==> src/rtl/i2c_pkg.sv <==
`default_nettype none
// +----------------------------------------------------------------------+
// | i2c_pkg : shared state enumeration, address width and helpers        |
// | Rev 1.0                                                              |
// +----------------------------------------------------------------------+
package i2c_pkg;

  localparam int I2C_ADDR_W = 7;
  localparam logic [I2C_ADDR_W-1:0] I2C_DEFAULT_ADDR = 7'h50;

  typedef enum logic [2:0] {
    IDLE     = 3'd0,
    ADDR     = 3'd1,
    ADDR_ACK = 3'd2,
    DATA     = 3'd3,
    DATA_ACK = 3'd4,
    IGNORE   = 3'd5
  } i2c_state_e;

  function automatic logic maj3(input logic [2:0] v);
    return (v[0] & v[1]) | (v[0] & v[2]) | (v[1] & v[2]);
  endfunction

  // Address byte is {addr[6:0], R/W}; only writes to our address are accepted.
  function automatic logic addr_write_hit(input logic [7:0] b,
                                          input logic [I2C_ADDR_W-1:0] dev);
    return (b[7:1] == dev) && !b[0];
  endfunction

endpackage
`default_nettype wire

==> src/rtl/i2c_target_rx_if.sv <==
`default_nettype none
// +----------------------------------------------------------------------+
// | i2c_target_rx_if : I2C bus pins and receive-side status of the target|
// | Rev 1.0                                                              |
// +----------------------------------------------------------------------+
interface i2c_target_rx_if;

  logic       scl;
  logic       sda_in;
  logic       sda_oe;
  logic [7:0] rx_data;
  logic       rx_valid;
  logic       addr_hit;
  logic       busy;

  modport master (
    output scl, sda_in,
    input  sda_oe, rx_data, rx_valid, addr_hit, busy
  );

  modport slave (
    input  scl, sda_in,
    output sda_oe, rx_data, rx_valid, addr_hit, busy
  );

endinterface
`default_nettype wire

==> src/rtl/i2c_sync_edge.sv <==
`default_nettype none
// +----------------------------------------------------------------------+
// | i2c_sync_edge : synchronizer, optional majority filter              |
// | (I2C_TARGET_GLITCH_FILTER_EN), rise/fall detect. Rev 1.0             |
// +----------------------------------------------------------------------+
module i2c_sync_edge import i2c_pkg::*; #(
  parameter int SYNC_STAGES = 2
) (
  input  wire  clk,
  input  wire  rst,
  input  wire  i_in,
  output logic o_level,
  output logic o_rise,
  output logic o_fall
);

  logic [SYNC_STAGES-1:0] r_sync;
  logic                   w_sync;
  logic                   w_level;
  logic                   r_prev;

  // Flops preset high so an idle bus produces no edges after reset.
  always_ff @(posedge clk or posedge rst) begin
    if (rst) begin
      r_sync <= '1;
    end else begin
      r_sync <= {r_sync[SYNC_STAGES-2:0], i_in};
    end
  end

  assign w_sync = r_sync[SYNC_STAGES-1];

`ifdef I2C_TARGET_GLITCH_FILTER_EN
  logic [1:0] r_win;
  logic       r_filt;

  always_ff @(posedge clk or posedge rst) begin
    if (rst) begin
      r_win  <= '1;
      r_filt <= 1'b1;
    end else begin
      r_win  <= {r_win[0], w_sync};
      r_filt <= maj3({r_win, w_sync});
    end
  end

  assign w_level = r_filt;
`else
  assign w_level = w_sync;
`endif

  always_ff @(posedge clk or posedge rst) begin
    if (rst) begin
      r_prev <= 1'b1;
    end else begin
      r_prev <= w_level;
    end
  end

  assign o_level = w_level;
  assign o_rise  = w_level & ~r_prev;
  assign o_fall  = ~w_level & r_prev;

endmodule
`default_nettype wire

==> src/rtl/i2c_target_rx.sv <==
`default_nettype none
// +----------------------------------------------------------------------+
// | i2c_target_rx : write-only I2C target receiver with ACK generation   |
// | Rev 1.0                                                              |
// +----------------------------------------------------------------------+
module i2c_target_rx import i2c_pkg::*; #(
  parameter logic [I2C_ADDR_W-1:0] DEV_ADDR    = I2C_DEFAULT_ADDR,
  parameter int                    SYNC_STAGES = 2
) (
  input wire             clk,
  input wire             rst,
  i2c_target_rx_if.slave bus
);

  logic w_scl_lvl, w_scl_rise, w_scl_fall;
  logic w_sda_lvl, w_sda_rise, w_sda_fall;
  logic w_start, w_stop;
  logic [7:0] w_byte;

  i2c_state_e r_state, w_state_nxt;
  logic [2:0] r_cnt, w_cnt_nxt;
  logic [6:0] r_shift, w_shift_nxt;
  logic       r_oe, w_oe_nxt;
  logic       r_hit, w_hit_nxt;
  logic       r_busy, w_busy_nxt;
  logic [7:0] r_data, w_data_nxt;
  logic       r_valid, w_valid_nxt;

  i2c_sync_edge #(.SYNC_STAGES(SYNC_STAGES)) u_scl_sync (
    .clk     (clk),
    .rst     (rst),
    .i_in    (bus.scl),
    .o_level (w_scl_lvl),
    .o_rise  (w_scl_rise),
    .o_fall  (w_scl_fall)
  );

  i2c_sync_edge #(.SYNC_STAGES(SYNC_STAGES)) u_sda_sync (
    .clk     (clk),
    .rst     (rst),
    .i_in    (bus.sda_in),
    .o_level (w_sda_lvl),
    .o_rise  (w_sda_rise),
    .o_fall  (w_sda_fall)
  );

  assign w_start = w_sda_fall & w_scl_lvl;
  assign w_stop  = w_sda_rise & w_scl_lvl;
  assign w_byte  = {r_shift, w_sda_lvl};

  always_ff @(posedge clk or posedge rst) begin
    if (rst) begin
      r_state <= IDLE;
      r_cnt   <= 3'd0;
      r_shift <= 7'd0;
      r_oe    <= 1'b0;
      r_hit   <= 1'b0;
      r_busy  <= 1'b0;
      r_data  <= 8'h00;
      r_valid <= 1'b0;
    end else begin
      r_state <= w_state_nxt;
      r_cnt   <= w_cnt_nxt;
      r_shift <= w_shift_nxt;
      r_oe    <= w_oe_nxt;
      r_hit   <= w_hit_nxt;
      r_busy  <= w_busy_nxt;
      r_data  <= w_data_nxt;
      r_valid <= w_valid_nxt;
    end
  end

  always_comb begin
    w_state_nxt = r_state;
    w_cnt_nxt   = r_cnt;
    w_shift_nxt = r_shift;
    w_oe_nxt    = r_oe;
    w_hit_nxt   = r_hit;
    w_busy_nxt  = r_busy;
    w_data_nxt  = r_data;
    w_valid_nxt = 1'b0;

    if (w_stop) begin
      w_state_nxt = IDLE;
      w_cnt_nxt   = 3'd0;
      w_oe_nxt    = 1'b0;
      w_hit_nxt   = 1'b0;
      w_busy_nxt  = 1'b0;
    end else if (w_start) begin
      w_state_nxt = ADDR;
      w_cnt_nxt   = 3'd0;
      w_oe_nxt    = 1'b0;
      w_hit_nxt   = 1'b0;
      w_busy_nxt  = 1'b1;
    end else begin
      case (r_state)
        ADDR: begin
          if (w_scl_rise) begin
            w_shift_nxt = w_byte[6:0];
            w_cnt_nxt   = r_cnt + 3'd1;
            if (r_cnt == 3'd7) begin
              if (addr_write_hit(w_byte, DEV_ADDR)) begin
                w_state_nxt = ADDR_ACK;
                w_hit_nxt   = 1'b1;
              end else begin
                w_state_nxt = IGNORE;
              end
            end
          end
        end
        // First falling edge starts the ACK pulse, the second (after the
        // 9th clock) ends it and hands the bus back to the master.
        ADDR_ACK, DATA_ACK: begin
          if (w_scl_fall) begin
            if (!r_oe) begin
              w_oe_nxt = 1'b1;
            end else begin
              w_oe_nxt    = 1'b0;
              w_state_nxt = DATA;
              w_cnt_nxt   = 3'd0;
            end
          end
        end
        DATA: begin
          if (w_scl_rise) begin
            w_shift_nxt = w_byte[6:0];
            w_cnt_nxt   = r_cnt + 3'd1;
            if (r_cnt == 3'd7) begin
              w_data_nxt  = w_byte;
              w_valid_nxt = 1'b1;
              w_state_nxt = DATA_ACK;
            end
          end
        end
        default: begin
          w_oe_nxt = 1'b0;
        end
      endcase
    end
  end

  assign bus.sda_oe   = r_oe;
  assign bus.rx_data  = r_data;
  assign bus.rx_valid = r_valid;
  assign bus.addr_hit = r_hit;
  assign bus.busy     = r_busy;

endmodule
`default_nettype wire
==> src/flat_wrapper.sv <==
// flat-port wrapper written by rule: the top's interface ports become plain ports
module i2c_target_rx_flat import i2c_pkg::*;
#(
  parameter logic [I2C_ADDR_W-1:0] DEV_ADDR    = I2C_DEFAULT_ADDR,
  parameter int                    SYNC_STAGES = 2
)
  (clk, rst, bus_scl, bus_sda_in, bus_sda_oe, bus_rx_data, bus_rx_valid, bus_addr_hit, bus_busy);
  i2c_target_rx_if bus_i ();
  input wire clk;
  input wire rst;
  input wire logic [$bits(bus_i.scl)-1:0] bus_scl;
  input wire logic [$bits(bus_i.sda_in)-1:0] bus_sda_in;
  output wire logic [$bits(bus_i.sda_oe)-1:0] bus_sda_oe;
  output wire logic [$bits(bus_i.rx_data)-1:0] bus_rx_data;
  output wire logic [$bits(bus_i.rx_valid)-1:0] bus_rx_valid;
  output wire logic [$bits(bus_i.addr_hit)-1:0] bus_addr_hit;
  output wire logic [$bits(bus_i.busy)-1:0] bus_busy;
  assign bus_i.scl = bus_scl;
  assign bus_i.sda_in = bus_sda_in;
  assign bus_sda_oe = bus_i.sda_oe;
  assign bus_rx_data = bus_i.rx_data;
  assign bus_rx_valid = bus_i.rx_valid;
  assign bus_addr_hit = bus_i.addr_hit;
  assign bus_busy = bus_i.busy;
  i2c_target_rx #(.DEV_ADDR(DEV_ADDR), .SYNC_STAGES(SYNC_STAGES)) u_core (.clk(clk), .rst(rst), .bus(bus_i));
endmodule
==> config.mk <==
export PLATFORM = sky130hd
export DESIGN_NAME = i2c_target_rx_flat
export DESIGN_NICKNAME = d
export VERILOG_FILES = /design/src/rtl/i2c_pkg.sv /design/src/rtl/i2c_target_rx_if.sv /design/src/rtl/i2c_sync_edge.sv /design/src/rtl/i2c_target_rx.sv /design/src/flat_wrapper.sv
export SDC_FILE = /design/constraint.sdc
export NUM_CORES = 1
export LEC_CHECK = 0
export BUFFER_PORTS_ARGS = -buffer_cell sky130_fd_sc_hd__buf_2
export CAP_MARGIN = 40
export CORE_ASPECT_RATIO = 0.75
export CORE_MARGIN = 2
export CORE_UTILIZATION = 53
export CTS_BUF_LIST = sky130_fd_sc_hd__clkbuf_16
export CTS_CLUSTER_SIZE = 25
export DETAILED_ROUTE_END_ITERATION = 8
export HOLD_SLACK_MARGIN = 0.12
export PLACE_DENSITY = 0.74
export SLEW_MARGIN = 30
export SYNTH_ARGS = -nofsm -noshare
export SYNTH_HDL_FRONTEND = slang
export SYNTH_SLANG_ARGS = --single-unit
==> constraint.sdc <==
create_clock -name clk -period 4.18 [get_ports clk]
set_clock_uncertainty 0.15 [all_clocks]
set_input_delay 0.836 -clock clk [delete_from_list [all_inputs] [get_ports clk]]
set_output_delay 0.836 -clock clk [all_outputs]
set_load 0.01 [all_outputs]
# Yosys cells after proc, flatten, opt, wreduce, memory -nomap -nowiden

Index checks and enable logic that the tools add are counted.

Word-level logic and storage cells: 90
Flip-flop bits (word level): 31
Output and inout port bits: 12
Input port bits: 4

Reduce and logical (&&, ||, !) cells: 17
Eq/ne operators: 14
Multiplexer cells: 34
Add/sub/neg operators: 1
Bitwise gates (word level): 12

Operator list:

| kind                                                                   | number |
|---|---|
| 3-bit 2-to-1 mux                                                       | 14 |
| 1-bit 2-to-1 mux                                                       | 17 |
| 4-bit by 1-bit != test with 1-bit output (second input constant)       | 4 |
| 4-bit by 2-bit != test with 1-bit output (second input constant)       | 3 |
| 4-bit AND reduction                                                    | 3 |
| 3-bit nonzero test                                                     | 4 |
| 3-bit one-hot mux with 3 select lines                                  | 1 |
| 7-bit equality test (second input constant)                            | 1 |
| 7-bit AND reduction                                                    | 1 |
| 1-bit AND                                                              | 6 |
| 3-bit by 2-bit equality test with 1-bit output (second input constant) | 2 |
| 3-bit equality test (second input constant)                            | 2 |
| 1-bit inverter                                                         | 6 |
| 3-bit one-hot mux with 2 select lines                                  | 1 |
| 5-bit AND reduction                                                    | 1 |
| 5-bit nonzero test                                                     | 1 |
| 4-bit nonzero test                                                     | 1 |
| 2-bit OR reduction                                                     | 2 |
| 3-bit by 1-bit adder with 3-bit output (second input constant)         | 1 |
| 3-bit by 1-bit equality test with 1-bit output (second input constant) | 1 |
| 3-bit by 1-bit != test with 1-bit output (second input constant)       | 1 |
| 1-bit one-hot mux with 2 select lines                                  | 1 |
| 2-bit AND reduction                                                    | 1 |
| 2-bit nonzero test                                                     | 1 |
| other kinds (2)                                                        | 2 |

# Logic depth before layout (Yosys ltp)

Gate-level depths: netlist (run 1).

Depth after elaboration: 8
Depth in mapped cells: 7
Gate-level depth less buffers: 6

# Modules after synthesis

Synthesis (run 1) repeated with hierarchy kept, for this count alone.

Cell total of the unflattened synthesis: 114
Area total of the unflattened synthesis: 1457.6 um^2

By module, submodules not included:

| module        | seq. area each (um^2) | area an instance (um^2) | cells an instance | instances |
|---|---|---|---|---|
| i2c_target_rx | 625.6                 | 1262.5                  | 102               | 1 |
| i2c_sync_edge | 78.8                  | 97.6                    | 6                 | 2 |

# Least setup slack after synthesis (run 1)

OpenSTA, ideal clock, no wires.

Path kind: flip-flop to flip-flop
Start point: register u_core.u_scl_sync.r_sync[1]
End point: register u_core.r_data[0] (netlist: u_core.bus.rx_data[0])
Setup slack: 2.337 ns
Data arrival time: 1.568 ns
Data required time: 3.905 ns
Setup time: 0.125 ns
Clock period less this slack: 1.843 ns
Cell stages (with the launch flop): 5
Path buffers: 0
Cells stage by stage: dfstp_2 > and4bb_2 > nand2b_1 > nor2_2 > mux2_2

Longest elaborated chain between the ends: 3
Elaborated cells on any way between the ends: 6
Classes of those cells: bitwise: 5; reduce/logical: 1

RTL lines:

| item                                   | line                                     | source |
|---|---|---|
| start: declaration                     | i2c_sync_edge.sv:17                      | `logic [SYNC_STAGES-1:0] r_sync;` |
| start signal: assignment               | i2c_sync_edge.sv:27                      | `r_sync <= {r_sync[SYNC_STAGES-2:0], i_in};` |
| 1-bit AND (on tied branches)           | i2c_target_rx.sv:47, i2c_target_rx.sv:48 |  |
| 1-bit inverter (no source line)        | -                                        |  |
| 5-bit AND reduction (no source line) * | -                                        |  |
| end signal: assignment                 | i2c_target_rx.sv:68                      | `r_data <= w_data_nxt;` |
| end: declaration                       | i2c_target_rx.sv:26                      | `logic [7:0] r_data, w_data_nxt;` |

Mark *: on every way between the ends. The rest lies on a longest branch, timed or not.
A chain may end at the register's enable or synchronous reset.

# Worst setup path after layout (run 1)

Start point: register u_core.u_scl_sync.r_sync[1]
End point: register u_core.r_data[1] (netlist: u_core.bus.rx_data[1])

Same word-level chain as after synthesis.

==> results_dict.tcl, run 1 <==
set metrics [dict create \
    status "complete, no violations" \
    wire_per_inst_um 15.1 \
    core_area_mm2 0.00235 \
    cts_max_level 2 \
    die_y_um 47.4 \
    power_density_mw_per_mm2 473 \
    mappedNetlistNets 114 \
    cp.arrival_ps 2350 \
    period_needed_ps 2340 \
    fp-row-count 15 \
    drv_slew 0 \
    antenna_found_initial 0 \
    drive_above_1_share 0.362 \
    rsz0062_at_grt "no" \
    ctsHoldBuffers 0 \
    initial_core_util 0.566 \
    vdd_drop_max_uv 315 \
    postSynthCellCount 108 \
    cts_tree "yes" \
    worst_pin_slew_ps 611 \
    hold_path.class "reg2reg" \
    dieArea_mm2 0.00293 \
    critPathCaptureType "flip-flop" \
    relSlewSlack 0.592 \
    firstDrtPassIters 4 \
    ios 16 \
    gp_congestion 0.877 \
    fin_crit_sh 0.561 \
    nFillCells 190 \
    nets 132 \
    grt_pass1_vias 836 \
    finalPower_mw 0.736 \
    worstReg2RegStart "u_core.u_scl_sync.r_sync[1]" \
    cts_max_path_buffers 2 \
    avgSynthCellArea_um2 12.3 \
    synth_edf_count 0 \
    p_leak_nw 0.740 \
    clkSinkCount 31 \
    r2r_cells 4 \
    die_w_um 61.8 \
    via_per_inst 5.39 \
    cts_resized 0 \
    syn_to_final_growth_pct 17.0 \
    reg2reg_slack_ps 1840 \
    path_max_fanout 12 \
    synth-seq-cells 31 \
    setup_tns_ps 0 \
    synthesis.area_mm2 0.00133 \
    path_clk_slew_ps 50 \
    timing.fmax_mhz 427 \
    grt_pass1_wl_mm 3.86 \
    wirelength_mm 2.43 \
    ant_nets 0 \
    critPathLaunch "u_core.u_scl_sync.r_sync[1]" \
    start_kind "flip-flop" \
    required_ps 4180 \
    crit_type "reg2reg" \
    grt_usage 0.199 \
    post-route-drc-count 0 \
    worstReg2RegEnd "u_core.bus.rx_data[1]" \
    ys_warn_count 0 \
    postCtsSetupBuffers 0 \
    crit_path_end "u_core.bus.rx_data[1]" \
    diodes 0 \
    grt_max_degree 32 \
    cts_buffers 5 \
    clock_latency_ps 280 \
    cap_violations 0 \
    cts_root_buf "clkbuf_16" \
    grt-ovfl-total 0 \
    dr_total_vias 867 \
    drt_iter0_markers 26 \
    hold_violations 0 \
    ys_seq_area_frac 0.589 \
    dpl.hpwl_mm 1.58 \
    async_flop_share 1.00 \
    worstHoldStart "u_core.u_sda_sync.r_sync[0]" \
    synth_flop_cell "dfrtp_1" \
    setup_viol 0 \
    synth.distinct_cells 32 \
    io_buffers 15 \
]
worst max-delay path: stages, from the launching register on:
cell and delay, ps:
dfstp_2 580, and4bb_2 290, nand2b_1 300, nor2_2 500, mux2_2 400
logic make-up (layout without fill, tap and decap cells):
kind of cell,count (synthesis),in the layout,share of synthesized area
xor gates and xnor gates,3,3,0.0198
muxes,15,15,0.127
buffers and inverters,10,29,0.0386
and+or+nand+nor,29,29,0.115
AOI/OAI and AO/OA,18,18,0.0913
DFF,31,31,0.589
adders and majority gates,2,2,0.0188
cell usage after synthesis, drive strengths merged (4+ instances only):
library cell / instances / area share
nand2: 10 / 0.028
a21oi: 5 / 0.019
dfrtp: 25 / 0.47
inv: 6 / 0.017
mux2: 15 / 0.13
o21ai: 4 / 0.015
buf: 4 / 0.022
nor2: 7 / 0.022
dfstp: 6 / 0.12
area by class of cell:
class,instances,area (um^2),area share
Clock buffer,5,125,0.0805
Clock inverter,3,12.5,0.00805
Inverter,6,22.5,0.0145
Multi-Input combinational cell,67,494,0.318
Sequential cell,31,783,0.504
Tap cell,34,42.5,0.0274
Timing Repair Buffer,15,75.1,0.0483
metrics by stage:
step / hold slack [ps] / setup WS (ps) / utilization / cell area (um^2) / cells
floorplan: 195 / 2340 / - / 1330 / 108
detailed placement: 199 / 1840 / 0.604 / 1420 / 153
global placement: 197 / 1990 / 0.604 / 1420 / 153
finish: 204 / 1840 / 0.663 / 1560 / 161
CTS: 206 / 1820 / 0.663 / 1560 / 161
global route: 210 / 1720 / 0.663 / 1560 / 161
sequential cells by signal, indices dropped and copies added, names as in the netlist:
register                  cells
u_core.r_cnt                  3
u_core.r_shift                7
u_core.r_state                3
u_core.bus.sda_oe             1
u_core.bus.addr_hit           1
u_core.u_sda_sync.r_sync      2
u_core.bus.rx_valid           1
u_core.bus.rx_data            8
u_core.u_sda_sync.r_prev      1
u_core.u_scl_sync.r_sync      2
u_core.u_scl_sync.r_prev      1
u_core.bus.busy               1
cell usage in the layout, fill, tap and decap left out, types with 2 or more instances in the layout:
cell type,instances
dfrtp_1,25
mux2_2,15
buf_2,15
nand2_1,10
nor2_1,6
inv_1,6
dfstp_2,6
a21oi_1,5
clkbuf_16,5
o21ai_0,4
nand2b_1,2
nor3_1,2
o22ai_1,2
xnor2_1,2
a31oi_1,2
ha_1,2
report_power, final:
part	total, mW	internal [mW]	switching, mW
registers	0.353	0.327	0.0263
clock network	0.334	0.214	0.119
logic	0.0490	0.0250	0.0241
metal layers:
| layer | GRT usage | share of wire | vias up |
|---|---|---|---|
| li1 | - | - | 417 |
| met1 | 0.262 | 0.47 | 418 |
| met2 | 0.278 | 0.45 | 24 |
| met3 | 0.0606 | 0.054 | 8 |
| met4 | 0.145 | 0.030 | 0 |
| met5 | 0 | 0 | - |
worst min-delay path by stage:
stage                                  endpoint  slack, ps  depth (start not counted)
floorplan           u_core.u_scl_sync.r_sync[1]        200                          0
global placement    u_core.u_sda_sync.r_sync[1]        200                          0
detailed placement  u_core.u_sda_sync.r_sync[1]        200                          0
CTS                 u_core.u_sda_sync.r_sync[1]        210                          0
global route        u_core.u_scl_sync.r_sync[1]        210                          0
finish              u_core.u_sda_sync.r_sync[1]        200                          0
Power figures use the tool's default switching activity.
==> run 2, diff against run 1 <==
==> constraint.sdc (replaced) <==
create_clock -name clk -period 2.4 [get_ports clk]
set_clock_uncertainty 0.15 [all_clocks]
set_input_delay 0.48 -clock clk [delete_from_list [all_inputs] [get_ports clk]]
set_output_delay 0.48 -clock clk [all_outputs]
set_load 0.01 [all_outputs]
==> run 2 against run 1 <==
- via count grew 2.8%
- hold slack lost 78 ps
- register-to-register slack lost 1400 ps
- first-iteration DRC count shrank 31%
- total power grew 73%
- non-clock buffer count grew 2
- sequential cell count is the same
- largest cell class unchanged
==> results_dict.tcl, run 2 (same netlist as run 1, synthesis figures left out) <==
set metrics [dict create \
    clkSinkCount 31 \
    p_leak_nw 0.747 \
    grt_pass1_vias 814 \
    cts_tree "yes" \
    gp_congestion 0.866 \
    grt_max_degree 32 \
    die_w_um 61.8 \
    drv_slew 0 \
    path_clk_slew_ps 50 \
    ios 16 \
    firstDrtPassIters 4 \
    worstReg2RegStart "u_core.u_scl_sync.r_sync[1]" \
    p_int_mw 0.986 \
    power_density_mw_per_mm2 810 \
    grt_pass1_wl_mm 3.77 \
    ctsHoldBuffers 0 \
    pwr-share-comb 0.069 \
    largest_reg_flops 8 \
    via_per_inst 5.47 \
    power_frac_clock 0.445 \
    dpl.cell_count 155 \
    cap_violations 0 \
    relSlewSlack 0.690 \
    post-route-drc-count 0 \
    timing.fmax_mhz 500 \
    drt_iter0_markers 18 \
    dieArea_mm2 0.00293 \
    ant_nets 0 \
    instances_no_fill 163 \
    postCtsSetupBuffers 0 \
    worst_pin_slew_ps 459 \
    setup_viol 0 \
    cts_root_buf "clkbuf_16" \
    critPathCaptureType "flip-flop" \
    rsz0062_at_grt "no" \
    cts_max_level 2 \
    cts_buffers 5 \
    required_ps 2400 \
    start_kind "flip-flop" \
    dr_total_vias 891 \
    final_common_cell "dfrtp_1" \
    wirelength_mm 2.34 \
    cts_max_path_buffers 2 \
    power.net_switching_mw 0.285 \
    vdd_drop_max_uv 541 \
    worstReg2RegEnd "u_core.bus.rx_data[7]" \
    nets 134 \
    core_area_mm2 0.00235 \
    cp_slowest_stage_delay_ps 590 \
    antenna_found_initial 0 \
    syn_to_final_growth_pct 18.1 \
    setup_tns_ps 0 \
    drive_above_1_share 0.357 \
    grt-ovfl-total 0 \
    fp-row-count 15 \
    period_needed_ps 2000 \
    diodes 0 \
    wire_per_inst_um 14.4 \
    r2r_cells 4 \
    cpMaxStageDelayCell "dfstp_2" \
    cp.arrival_ps 2010 \
    hold_violations 0 \
    io_buffers 15 \
    initial_core_util 0.566 \
    final_cell_mix "dfrtp_1, mux2_2, buf_2" \
    dpl.hpwl_mm 1.59 \
    p_sw_frac 0.224 \
    path_max_fanout 9 \
    crit_type "reg2reg" \
    fin_crit_sh 0.834 \
    reg2reg_slack_ps 400 \
    status "complete, no violations" \
    grt_usage 0.190 \
    path_cells "and4bb_2 -> nand2b_1 -> nor2_2 -> mux2_2" \
    die_y_um 47.4 \
    clock_latency_ps 270 \
    hold_path.class "in2async" \
    power_frac_seq 0.485 \
    cts_resized 0 \
]
## run 2: cell types whose count changed in the layout (fill, tap and decap cells not counted)
cell | previous run | this run
buf_4 | 0 | 2
inv_1 | 6 | 7
clkinv_1 | 1 | 2
inv_2 | 1 | 0
clkinv_2 | 1 | 0
## run 2: routing by layer
layer	routed length [um]	global-route usage
met1	1140	0.254
met2	1070	0.267
met3	97	0.0744
met4	40	0.106
met5	0	0
## run 2: how the worst max path moves through the flow
stage,startpoint,end,slack [ps],cells past startpoint
finish,u_core.u_scl_sync.r_sync[1],u_core.bus.rx_data[7],400,4
global route,u_core.u_scl_sync.r_sync[1],u_core.bus.rx_data[1],310,4
CTS,u_core.u_scl_sync.r_sync[1],u_core.bus.rx_data[7],390,4
detailed placement,u_core.u_scl_sync.r_sync[1],u_core.bus.rx_data[7],390,4
global placement,u_core.u_scl_sync.r_sync[1],u_core.bus.rx_data[6],470,4
floorplan,u_core.u_scl_sync.r_sync[1],u_core.bus.rx_data[0],560,4
## run 2: area by class of cell
class | count | area [um^2]
flip-flops and latches | 31 | 783
fillers | 168 | 777
multi-input cells | 67 | 494
clock buffers | 5 | 125
repair buffers | 17 | 90.1
well taps | 34 | 42.5
inverters | 6 | 22.5
clock inverters | 3 | 11.3
## run 2: worst max-delay path, delay by kind of cell, from the launching register on
| family | cells | cell delay [ps] |
|---|---|---|
| flops | 1 | 590 |
| mux | 1 | 390 |
| simple gates | 3 | 760 |
## run 2: power by group through the flow
stage	registers [mW]	clock network (mW)	logic (mW)
CTS	0.616	0.577	0.0900
detailed placement	0.623	0	0.0883
global placement	0.619	0	0.0854
floorplan	0.607	0	0.0687
finish	0.617	0.566	0.0882
global route	0.621	0.608	0.0992
## run 2: metrics by stage
step / utilization / area, um^2 / hold slack, ps / total power, mW / setup slack (ps)
floorplan: - / 1330 / 195 / 0.676 / 557
global placement: 0.611 / 1430 / 196 / 0.704 / 473
detailed placement: 0.611 / 1430 / 200 / 0.712 / 394
CTS: 0.669 / 1570 / 142 / 1.28 / 392
global route: 0.669 / 1570 / 152 / 1.33 / 315
finish: 0.669 / 1570 / 126 / 1.27 / 399
==> run 3, diff against run 2 <==
==> constraint.sdc (replaced) <==
create_clock -name clk -period 1.9 [get_ports clk]
set_clock_uncertainty 0.15 [all_clocks]
set_input_delay 0.38 -clock clk [delete_from_list [all_inputs] [get_ports clk]]
set_output_delay 0.38 -clock clk [all_outputs]
set_load 0.01 [all_outputs]
==> run 3 against run 2 <==
- global-route usage is 1.6 points higher
- utilization is 5.3 points higher
- sequential cell count stayed put
- combinational power is 58% higher
- hold slack better by 77 ps
- cell count is 9.2% higher
- sequential share of layout area is 3.7 points lower
- total power is 29% higher
- critical path type unchanged
- largest cell class unchanged
- largest power group unchanged
==> results_dict.tcl, run 3 (same netlist as run 1, synthesis figures left out) <==
set metrics [dict create \
    die_y_um 47.4 \
    timing.fmax_mhz 532 \
    path_max_fanout 9 \
    power.net_switching_mw 0.373 \
    wire_per_inst_um 15.1 \
    via_per_inst 5.27 \
    postPlaceCellArea_mm2 0.00149 \
    crit_type "reg2reg" \
    grt_max_degree 32 \
    gp_congestion 0.824 \
    fin_crit_sh 0.988 \
    p_int_mw 1.26 \
    period_needed_ps 1880 \
    p_sw_frac 0.228 \
    cp.arrival_ps 1880 \
    final_common_cell "dfrtp_1" \
    post-route-drc-count 0 \
    power_frac_seq 0.472 \
    dieArea_mm2 0.00293 \
    grt_pass1_vias 922 \
    setup_viol 0 \
    ios 16 \
    instances_no_fill 178 \
    pwr-share-comb 0.085 \
    diodes 0 \
    start_kind "flip-flop" \
    drt_iter0_markers 57 \
    required_ps 1900 \
    ant_nets 0 \
    core_area_mm2 0.00235 \
    dpl.hpwl_mm 1.79 \
    grt_pass1_wl_mm 4.08 \
    syn_to_final_growth_pct 27.5 \
    cts_buffers 5 \
    dpl.cell_count 163 \
    clock_latency_ps 270 \
    path_cells "and4bb_2 -> nand2b_1 -> nor2_2 -> buf_4 -> mux2_2" \
    io_buffers 15 \
    critPathCaptureType "flip-flop" \
    finalPower_mw 1.64 \
    grt_usage 0.206 \
    grt-ovfl-total 0 \
    fin_util 0.722 \
    firstDrtPassIters 4 \
    relSlewSlack 0.733 \
    cap_violations 0 \
    path_clk_slew_ps 50 \
    dr_total_vias 938 \
    hold_path.class "reg2reg" \
    clkSinkCount 31 \
    wirelength_mm 2.69 \
    antenna_found_initial 0 \
    power_density_mw_per_mm2 967 \
    nets 149 \
    cp_slowest_stage_delay_ps 560 \
    crit_buf_inv 1 \
    cts_max_level 2 \
    cpMaxStageDelayCell "dfstp_2" \
    final_cell_area_mm2 0.00169 \
    final_cell_mix "dfrtp_1, mux2_2, buf_2" \
    cts_root_buf "clkbuf_16" \
    fp-row-count 15 \
    dp_slack_ps 1.59 \
    cp_top_family "flip-flops" \
    hold_violations 0 \
    cts_max_path_buffers 2 \
    power_frac_clock 0.443 \
    status "complete, no violations" \
    drv_slew 0 \
    cts_tree "yes" \
    initial_core_util 0.566 \
    setup_ws_ps 22.0 \
    die_w_um 61.8 \
    p_leak_nw 0.823 \
    largest_reg_flops 8 \
    worst_pin_slew_ps 394 \
    drive_above_1_share 0.417 \
    vdd_drop_max_uv 584 \
]
==> run 3: repair_timing <==
| action | CTS | global route |
|---|---|---|
| setup endpoints to repair | 0 | 13 |
| hold buffers | 3 | 0 |
| endpoints found under the hold margin | 27 | 0 |
| gates resized for setup | 0 | 1 |
| setup buffers | 0 | 4 |
==> run 3: worst paths after layout <==
check,from,endpoint,slack [ps],depth (start not counted)
worst min register to register,u_core.u_sda_sync.r_sync[0],u_core.u_sda_sync.r_sync[1],200,0
max in group asynchronous,rst,u_core.u_scl_sync.r_sync[1],700,4
worst max register to register,u_core.u_scl_sync.r_sync[1],u_core.bus.rx_data[6],20,5
worst max-delay path,u_core.u_scl_sync.r_sync[1],u_core.bus.rx_data[6],20,5
min in group asynchronous,rst,u_core.bus.rx_data[5],570,4
worst min-delay path,u_core.u_sda_sync.r_sync[0],u_core.u_sda_sync.r_sync[1],200,0
==> run 3: stage by stage <==
| stage | hold WS [ps] | TNS [ps] |
|---|---|---|
| final | 203 | 0 |
| after global routing | 211 | -123 |
| after detailed placement | 198 | 0 |
| after floorplan | 195 | 0 |
| after CTS | 204 | 0 |
| after global placement | 196 | 0 |
==> run 3: final cells by class <==
type,instances,area (um^2)
repair buffers,32,210
clock inverters,3,12.5
clock buffers,5,125
flip-flops and latches,31,783
multi-input cells,67,498
fillers,161,652
inverters,6,22.5
well taps,34,42.5
==> run 3: routing by layer <==
layer,share of wire,routed length [um],global-route usage,up-vias
li1,-,-,-,449
met1,0.47,1260,0.263,457
met2,0.47,1260,0.305,26
met3,0.045,121,0.0799,6
met4,0.014,39,0.111,0
met5,0,0,0,-
==> run 3: power by group through the flow <==
stage               clock (mW)  sequential (mW)  combinational [mW]
floorplan                    0            0.767              0.0867
global placement             0            0.777               0.123
detailed placement           0            0.780               0.126
CTS                      0.740            0.770               0.132
global route             0.775            0.777               0.154
finish                   0.725            0.773               0.139
